[src/rtl/tl_adapter_bram_pipe_pkg.sv]
// Shared TL-UL definitions for the BRAM pipeline adapter: opcode encodings,
// default channel field widths and small opcode helpers.
package tl_adapter_bram_pipe_pkg;

   typedef enum logic [2:0] {
      PutFullData    = 3'h0,
      PutPartialData = 3'h1,
      ArithmeticData = 3'h2,
      LogicalData    = 3'h3,
      Get            = 3'h4,
      Intent         = 3'h5
   } tl_a_op_e;

   typedef enum logic [2:0] {
      AccessAck     = 3'h0,
      AccessAckData = 3'h1
   } tl_d_op_e;

   localparam int TlAddrWidth   = 32;
   localparam int TlSourceWidth = 8;
   localparam int TlSizeWidth   = 2;
   localparam int TlSinkWidth   = 1;

   // Only Get carries data back; everything else is acknowledged without data.
   function automatic logic [2:0] tl_resp_opcode(input logic [2:0] a_op);
      return (a_op == Get) ? 3'(AccessAckData) : 3'(AccessAck);
   endfunction

   function automatic logic tl_op_supported(input logic [2:0] a_op);
      return (a_op == Get) || (a_op == PutFullData) || (a_op == PutPartialData);
   endfunction

endpackage

[src/rtl/tl_adapter_bram_fifo.sv]
// Synchronous FIFO with modulo-Depth pointers (any Depth >= 1). A push while
// full is accepted only if a pop frees the head slot in the same cycle.
// Storage is not reset; only pointers and occupancy are.
module tl_adapter_bram_fifo #(
   parameter int Width = 8,
   parameter int Depth = 2
) (
   input  logic                       clk_i,
   input  logic                       rst_ni,
   input  logic                       push_i,
   input  logic [Width-1:0]           wdata_i,
   input  logic                       pop_i,
   output logic [Width-1:0]           rdata_o,
   output logic                       full_o,
   output logic                       empty_o,
   output logic [$clog2(Depth+1)-1:0] count_o
);

   localparam int PtrW = (Depth > 1) ? $clog2(Depth) : 1;
   localparam int CntW = $clog2(Depth + 1);

   logic [Width-1:0] mem_q [Depth];
   logic [PtrW-1:0]  wptr_q, rptr_q;
   logic [CntW-1:0]  cnt_q, cnt_d;
   logic             push_ok, pop_ok;

   function automatic logic [PtrW-1:0] ptr_inc(input logic [PtrW-1:0] p);
      return (p == PtrW'(Depth - 1)) ? '0 : p + PtrW'(1);
   endfunction

   assign empty_o = (cnt_q == '0);
   assign full_o  = (cnt_q == CntW'(Depth));
   assign count_o = cnt_q;
   assign rdata_o = mem_q[rptr_q];
   assign pop_ok  = pop_i && !empty_o;
   assign push_ok = push_i && (!full_o || pop_ok);

   // Occupancy next state
   always_comb begin
      cnt_d = cnt_q;
      case ({push_ok, pop_ok})
         2'b10:   cnt_d = cnt_q + CntW'(1);
         2'b01:   cnt_d = cnt_q - CntW'(1);
         default: ;
      endcase
   end

   // Pointer and occupancy registers
   always_ff @(posedge clk_i or negedge rst_ni) begin
      if (!rst_ni) begin
         wptr_q <= '0;
         rptr_q <= '0;
         cnt_q  <= '0;
      end else begin
         if (push_ok) wptr_q <= ptr_inc(wptr_q);
         if (pop_ok)  rptr_q <= ptr_inc(rptr_q);
         cnt_q <= cnt_d;
      end
   end

   // Payload storage, deliberately unreset
   always_ff @(posedge clk_i) begin
      if (push_ok) mem_q[wptr_q] <= wdata_i;
   end

endmodule

[src/rtl/tl_adapter_bram_pipe.sv]
// TL-UL device adapter in front of a synchronous BRAM with BramLatency cycles
// of read latency. Credits cover pipeline + response FIFO so a read result
// always has a slot, whatever the D-channel backpressure.
// Optional feature macro: TL_ADAPTER_BRAM_PIPE_ERR_EN enables denial of
// out-of-range addresses and unsupported opcodes.
module tl_adapter_bram_pipe
   import tl_adapter_bram_pipe_pkg::*;
#(
   parameter int DataWidth     = 64,
   parameter int BramAddrWidth = 12,
   parameter int BramDepth     = 2**BramAddrWidth,
   parameter int BramLatency   = 1,
   parameter int FifoDepth     = BramLatency + 1,
   parameter int AddrWidth     = TlAddrWidth,
   parameter int SourceWidth   = TlSourceWidth,
   parameter int SizeWidth     = TlSizeWidth,
   parameter int SinkWidth     = TlSinkWidth
) (
   input  logic                     clk_i,
   input  logic                     rst_ni,
   // A channel
   input  logic                     a_valid_i,
   output logic                     a_ready_o,
   input  logic [2:0]               a_opcode_i,
   input  logic [2:0]               a_param_i,
   input  logic [SizeWidth-1:0]     a_size_i,
   input  logic [SourceWidth-1:0]   a_source_i,
   input  logic [AddrWidth-1:0]     a_address_i,
   input  logic [DataWidth/8-1:0]   a_mask_i,
   input  logic [DataWidth-1:0]     a_data_i,
   // D channel
   output logic                     d_valid_o,
   input  logic                     d_ready_i,
   output logic [2:0]               d_opcode_o,
   output logic [2:0]               d_param_o,
   output logic [SizeWidth-1:0]     d_size_o,
   output logic [SinkWidth-1:0]     d_sink_o,
   output logic [SourceWidth-1:0]   d_source_o,
   output logic [DataWidth-1:0]     d_data_o,
   output logic                     d_denied_o,
   output logic                     d_corrupt_o,
   // BRAM
   output logic                     bram_en_o,
   output logic                     bram_we_o,
   output logic [BramAddrWidth-1:0] bram_addr_o,
   output logic [DataWidth/8-1:0]   bram_wmask_o,
   output logic [DataWidth-1:0]     bram_wdata_o,
   input  logic [DataWidth-1:0]     bram_rdata_i
);

   localparam int MaskWidth = DataWidth / 8;
   localparam int OffWidth  = $clog2(MaskWidth);
   localparam int CntWidth  = $clog2(FifoDepth + 1);

   typedef struct packed {
      logic [2:0]             opcode;
      logic [SizeWidth-1:0]   size;
      logic [SourceWidth-1:0] source;
      logic                   denied;
   } meta_t;

   typedef struct packed {
      meta_t                  meta;
      logic [DataWidth-1:0]   data;
   } entry_t;

   logic                   do_op, pop, denied;
   logic [CntWidth-1:0]    outstanding_q, outstanding_d;
   logic [BramLatency-1:0] vld_q;
   meta_t                  meta_q [BramLatency];
   meta_t                  meta_in;
   entry_t                 push_entry, head_entry;
   logic                   fifo_empty, fifo_full;
   logic [CntWidth-1:0]    fifo_cnt;

   // Request decode and BRAM drive; only bram_en_o sees d_ready (via a_ready)
   assign pop          = d_valid_o && d_ready_i;
   assign a_ready_o    = (outstanding_q < CntWidth'(FifoDepth)) || pop;
   assign do_op        = a_valid_i && a_ready_o;
   assign bram_en_o    = do_op && !denied;
   assign bram_we_o    = (a_opcode_i == PutFullData) || (a_opcode_i == PutPartialData);
   assign bram_addr_o  = a_address_i[OffWidth +: BramAddrWidth];
   assign bram_wmask_o = a_mask_i;
   assign bram_wdata_o = a_data_i;

`ifdef TL_ADAPTER_BRAM_PIPE_ERR_EN
   localparam logic [BramAddrWidth:0] DepthLimit = (BramAddrWidth + 1)'(BramDepth);
   logic addr_upper_set, word_oob;

   if (AddrWidth > OffWidth + BramAddrWidth) begin : g_upper
      assign addr_upper_set = |a_address_i[AddrWidth-1:OffWidth+BramAddrWidth];
   end else begin : g_no_upper
      assign addr_upper_set = 1'b0;
   end

   assign word_oob = ({1'b0, bram_addr_o} >= DepthLimit);
   assign denied   = addr_upper_set || word_oob || !tl_op_supported(a_opcode_i);
`else
   assign denied = 1'b0;
`endif

   // Metadata captured at accept, travelling alongside the BRAM read
   always_comb begin
      meta_in        = '0;
      meta_in.opcode = tl_resp_opcode(a_opcode_i);
      meta_in.size   = a_size_i;
      meta_in.source = a_source_i;
      meta_in.denied = denied;
   end

   // Pipeline valid bits; cleared on reset so nothing in flight survives
   always_ff @(posedge clk_i or negedge rst_ni) begin
      if (!rst_ni) begin
         vld_q <= '0;
      end else begin
         vld_q[0] <= do_op;
         for (int i = 1; i < BramLatency; i++) vld_q[i] <= vld_q[i-1];
      end
   end

   // Pipeline metadata payload, unreset
   always_ff @(posedge clk_i) begin
      if (do_op) meta_q[0] <= meta_in;
      for (int i = 1; i < BramLatency; i++) meta_q[i] <= meta_q[i-1];
   end

   // Response entry at the last stage; denied reads return zero data
   always_comb begin
      push_entry      = '0;
      push_entry.meta = meta_q[BramLatency-1];
      push_entry.data = meta_q[BramLatency-1].denied ? '0 : bram_rdata_i;
   end

   tl_adapter_bram_fifo #(
      .Width ($bits(entry_t)),
      .Depth (FifoDepth)
   ) u_rsp_fifo (
      .clk_i   (clk_i),
      .rst_ni  (rst_ni),
      .push_i  (vld_q[BramLatency-1]),
      .wdata_i (push_entry),
      .pop_i   (pop),
      .rdata_o (head_entry),
      .full_o  (fifo_full),
      .empty_o (fifo_empty),
      .count_o (fifo_cnt)
   );

   assign d_valid_o   = !fifo_empty;
   assign d_opcode_o  = head_entry.meta.opcode;
   assign d_param_o   = '0;
   assign d_size_o    = head_entry.meta.size;
   assign d_sink_o    = '0;
   assign d_source_o  = head_entry.meta.source;
   assign d_data_o    = head_entry.data;
   assign d_denied_o  = head_entry.meta.denied;
   assign d_corrupt_o = head_entry.meta.denied && (head_entry.meta.opcode == AccessAckData);

   // Credit count next state: +1 per accept, -1 per pop
   always_comb begin
      outstanding_d = outstanding_q;
      case ({do_op, pop})
         2'b10:   outstanding_d = outstanding_q + CntWidth'(1);
         2'b01:   outstanding_d = outstanding_q - CntWidth'(1);
         default: ;
      endcase
   end

   // Credit counter register
   always_ff @(posedge clk_i or negedge rst_ni) begin
      if (!rst_ni) outstanding_q <= '0;
      else         outstanding_q <= outstanding_d;
   end

   // Inputs/status that carry no meaning here (byte offset, param, FIFO status)
   logic unused_sig;
   assign unused_sig = ^{a_address_i, a_param_i, fifo_full, fifo_cnt};

endmodule

[config.mk]
export PLATFORM = sky130hd
export DESIGN_NAME = tl_adapter_bram_pipe
export DESIGN_NICKNAME = d
export VERILOG_FILES = /design/src/rtl/tl_adapter_bram_pipe_pkg.sv /design/src/rtl/tl_adapter_bram_fifo.sv /design/src/rtl/tl_adapter_bram_pipe.sv
export SDC_FILE = /design/constraint.sdc
export NUM_CORES = 1
export LEC_CHECK = 0
export CORE_AREA = 10 10 153 155
export CTS_BUF_LIST = sky130_fd_sc_hd__clkbuf_16
export DETAILED_ROUTE_END_ITERATION = 16
export DIE_AREA = 0 0 163 165
export PLACE_DENSITY_LB_ADDON = 0.3
export SKIP_CTS_REPAIR_TIMING = 1
export SYNTH_ARGS = -nofsm -noshare
export SYNTH_HDL_FRONTEND = slang
export SYNTH_HIERARCHICAL = 1
export SYNTH_SLANG_ARGS = --single-unit
[constraint.sdc]
create_clock -name clk_i -period 5.37 [get_ports clk_i]
set_input_delay 1.611 -clock clk_i [delete_from_list [all_inputs] [get_ports clk_i]]
set_output_delay 1.611 -clock clk_i [all_outputs]
set_load 0.1 [all_outputs]
* Word level (Yosys, flattened, before mapping)
Memory sizes are Yosys's and may differ from the RTL's.
Cells that the tools add are included.
** Operators by class
- $add $sub $neg :: 6
- $lt $le $gt $ge :: 1
- Equal/unequal tests :: 8
- Muxes and demuxes :: 10
- Reduce and logical (&&, ||, !) cells :: 14
** Operator list (number)
- 64-bit 2-to-1 mux :: 1
- 2-bit one-hot mux with 2 select lines :: 2
- 1-bit 2-to-1 mux :: 7
- 2-bit == test, second input constant :: 3
- 3-bit by 1-bit == test with 1-bit output, second input constant :: 2
- 1-bit logical AND :: 5
- 2-bit by 1-bit adder with 2-bit output, second input constant :: 2
- 2-bit by 1-bit == test with 1-bit output, second input constant :: 2
- 2-bit nonzero test :: 2
- 2-bit by 1-bit subtractor with 2-bit output, second input constant :: 2
- 3-bit == test, second input constant :: 1
- 3-bit zero test :: 1
- 1-bit logical OR :: 3
- 1-bit adder, second input constant :: 2
- 1-bit zero test :: 2
- 2-bit zero test :: 1
- 2-bit less-than comparator, second input constant :: 1
** Word-level totals
- Bits in registers :: 7
- Bits in writable memories :: 167
- Input port bits :: 188
- Output and inout bits :: 171
- Memories kept :: 2
** Memory list
- u_rsp_fifo.mem_q :: depth 2, bits a word 78, read ports 1, clocked after Yosys merged registers in 0, wr ports 1, line tl_adapter_bram_fifo.sv:22 : logic [Width-1:0] mem_q [Depth];
- meta_q :: depth 1, bits a word 11, read ports 1, clocked after Yosys merged registers in 0, wr ports 1, line tl_adapter_bram_pipe.sv:70 : meta_t meta_q [BramLatency];

* Logic depth before layout (Yosys ltp)
- Depth after elaboration :: 8
- Gate-level depth with buffers :: 8

* Modules after synthesis
The synthesis kept the hierarchy.
** Modules (own cells, without submodules)
- tl_adapter_bram_fifo :: instances 1, cells an instance 267, area an instance 5849.4 um2, seq. area each 4784.6 um2
- tl_adapter_bram_pipe :: instances 1, cells an instance 116, area an instance 1169.9 um2, seq. area each 405.4 um2

* Least setup slack after synthesis
No wires, ideal clock.
- Path kind :: input -> register
- From :: input d_ready_i
- To :: memory u_rsp_fifo/mem_q[0][0] (netlist bit) (enable)
- Arrival time :: 5.332 ns
- Data required time :: 4.855 ns
- Slack :: -0.477 ns
- Cell stages on the path :: 4
- Buffers on the path :: 0
- Path through :: nor2b_2 -> or3b_1 -> nand2_2 -> nor2_1
** Between the ends
- Longest elaborated chain between the ends :: 6
** RTL lines
- start, declared :: line tl_adapter_bram_pipe.sv:33 : input logic d_ready_i,
- 1-bit logical AND :: line tl_adapter_bram_pipe.sv:77 : assign pop = d_valid_o && d_ready_i;
- 1-bit logical AND :: line tl_adapter_bram_fifo.sv:35 : assign pop_ok = pop_i && !empty_o;
- 1-bit logical OR :: line tl_adapter_bram_fifo.sv:36 : assign push_ok = push_i && (!full_o || pop_ok);
- 1-bit logical AND :: line tl_adapter_bram_fifo.sv:36
- 1-bit 2-to-1 mux :: line tl_adapter_bram_fifo.sv:63 : if (push_ok) mem_q[wptr_q] <= wdata_i;
- 1-bit 2-to-1 mux (implied by the code) :: line tl_adapter_bram_fifo.sv:63
- end, declared :: line tl_adapter_bram_fifo.sv:22
Every way passes these cells.

* Worst setup path in the final report
- From :: input d_ready_i
- To :: output bram_en_o
** Between the ends
- Longest elaborated chain between the ends :: 3
** RTL lines
- 1-bit logical AND :: line tl_adapter_bram_pipe.sv:77
- named net pop :: line tl_adapter_bram_pipe.sv:67 : logic do_op, pop, denied;
- 1-bit logical OR :: line tl_adapter_bram_pipe.sv:78 : assign a_ready_o = (outstanding_q < CntWidth'(FifoDepth)) || pop;
- 1-bit logical AND :: line tl_adapter_bram_pipe.sv:79 : assign do_op = a_valid_i && a_ready_o;
- end, declared :: line tl_adapter_bram_pipe.sv:43 : output logic bram_en_o,
The timed path passes the listed nets, and every way through them passes these cells.

==> impl_metrics.py <==
metrics = {
    "floorplanning": {
        "floorplan.initialDensity_pct": 34.8,
        "die_w_um": 163,
        "fp-row-count": 52,
        "core-area_sq_mm": 0.0202,
        "io_pins": 359,
        "dieArea_sq_mm": 0.0269,
        "die-height_um": 165,
    },
    "critical_path": {
        "regToRegStartpoint": "u_rsp_fifo/count_o[1]",
        "cp-end-kind": "output pin",
        "cp_max_fo": 7,
        "worst_ep_arrival_time_ns": 2.96,
        "critical_path_class": "in2out",
        "regToRegEndpoint": "u_rsp_fifo/mem_q[1][23]",
        "required_ns": 3.76,
        "cp-start-kind": "input port",
        "reg2reg_slack_ns": 2.98,
        "ff2ff_path_depth": 5,
    },
    "placed_design": {
        "preCtsSetupSlack_ns": 0.788,
        "place_hpwl_mm": 9.44,
        "place_congestion": 0.694,
        "dp_cells": 732,
        "numPortBuffers": 163,
    },
    "clocking": {
        "clk_pin_slew_ns": 0.07,
        "numCtsBuffers": 17,
        "cts_tree": "built",
        "insertion_delay_ns": 0.41,
        "clock-sinks": 174,
        "cts.path.max_buffers": 2,
        "clockRootBuffer": "clkbuf_16",
        "cts.htree.levels": 4,
    },
    "global_routing": {
        "grt_first_pass_wirelength_mm": 20.3,
        "grt_pass1_vias": 3553,
        "grt_usage_pct": 9.91,
        "grt_max_degree": 79,
        "grt-ovfl-total": 0,
        "antenna_found_initial": 0,
    },
    "yosys": {
        "synth_warnings": 6,
        "syn_inst": 382,
        "syn_area_sq_mm": 0.00702,
        "synth.avg_cell_area_sq_um": 18.4,
    },
    "sta": {
        "setup_ws_ns": 0.799,
        "timing.final.crit_share_pct": 85.1,
        "timing.hold.ws_ns": 0.449,
        "slew_violations": 0,
        "final.setup.tns_ns": 0,
        "relSlewSlack_pct": 34.8,
        "skew_ns": 0.00748,
        "final.min_clock_period_ns": 4.57,
        "setup_viol": 0,
        "rsz0062_at_grt": "false",
        "hold_violations": 0,
        "max_clock_freq_mhz": 219,
        "worst_slew_pin_slew_ns": 0.975,
    },
    "min_path": {
        "min-delay-start": "meta_q[0][5]",
        "hp-class": "reg2reg",
        "whs_path_depth": 0,
        "hold_end": "u_rsp_fifo/mem_q[1][70]",
    },
    "run": {
        "maxCapViolCount": 0,
    },
    "detailed_routing": {
        "drc_errors": 0,
        "vias": 3357,
        "wire_per_inst_um": 18.0,
        "drt_iter0_drc": 99,
        "wl_mm": 13.8,
        "dr.pass1.iters": 4,
        "vias_per_cell": 4.39,
        "final_antenna_net_count": 0,
    },
    "final_layout": {
        "stdcell_count": 764,
        "diodes": 0,
        "layout-area-overhead-vs-synth_pct": 24.9,
        "finalNetCount": 670,
        "drive_gt1_share_pct": 41.3,
        "nFillCells": 1795,
    },
    "run_status": {
        "status": "finished, final reports clean",
    },
}
[metrics by stage]
stage	instance area [sq um]	utilization, %
final	8760	43.4
after global routing	8760	43.4
after CTS	8760	43.4
after detailed placement	8170	40.5
after global placement	8170	40.5
after floorplan	7060	-
[worst max-delay path, cell delays in order]
cell             delay, ns
clkdlybuf4s50_1       0.45
nor2b_2               0.29
nand2b_4              0.20
and2_1                0.21
buf_12                0.20
[cell usage in the layout (no fill, tap or decap), types with 2 or more instances in the layout]
cell and n:
clkinv_8 2, xnor2_1 4, dfrtp_1 6, edfxtp_1 167
xor2_1 2, buf_12 2, inv_8 4, inv_1 4
buf_4 85, clkdlybuf4s50_1 81, a21oi_1 3, mux2_2 78
clkbuf_16 17, nor2_1 3, conb_1 10, clkinv_4 3
[how the worst max path moves through the flow]
stage	start	to	slack, ns	cells past startpoint
5_1_grt	d_ready_i	bram_en_o	0.72	5
3_3_place_gp	d_ready_i	bram_en_o	0.81	5
4_1_cts	d_ready_i	bram_en_o	0.77	5
2_1_floorplan	d_ready_i	bram_en_o	0.49	3
6_report	d_ready_i	bram_en_o	0.80	5
3_5_place_dp	d_ready_i	bram_en_o	0.79	5
[per-layer routing]
layer	vias to the layer above	global-route usage, %	part of all wire [%]
met4	0	3.98	1.1
met5	-	0	0
li1	1519	-	-
met2	155	16.4	53
met1	1670	10.8	38
met3	13	4.75	8.4
[state kept, by name, indices dropped and copies added, names as in the netlist]
name / flops
u_rsp_fifo/rptr_q: 1
u_rsp_fifo/mem_q: 156
meta_q: 11
u_rsp_fifo/wptr_q: 1
u_rsp_fifo/count_o: 2
outstanding_q: 2
vld_q: 1
[cell type report]
cell class / instances / area, sq um / area share [%]
flip-flops and latches: 174 / 5190 / 59.3
repair buffers: 168 / 1490 / 17.0
multi-input cells: 117 / 1140 / 13.0
clock buffers: 17 / 425 / 4.86
well taps: 270 / 338 / 3.86
clock inverters: 15 / 163 / 1.86
inverters: 3 / 11.3 / 0.129
Power is not shown: default switching activity piles up to over one toggle a cycle in this logic, so the estimate is an artifact.
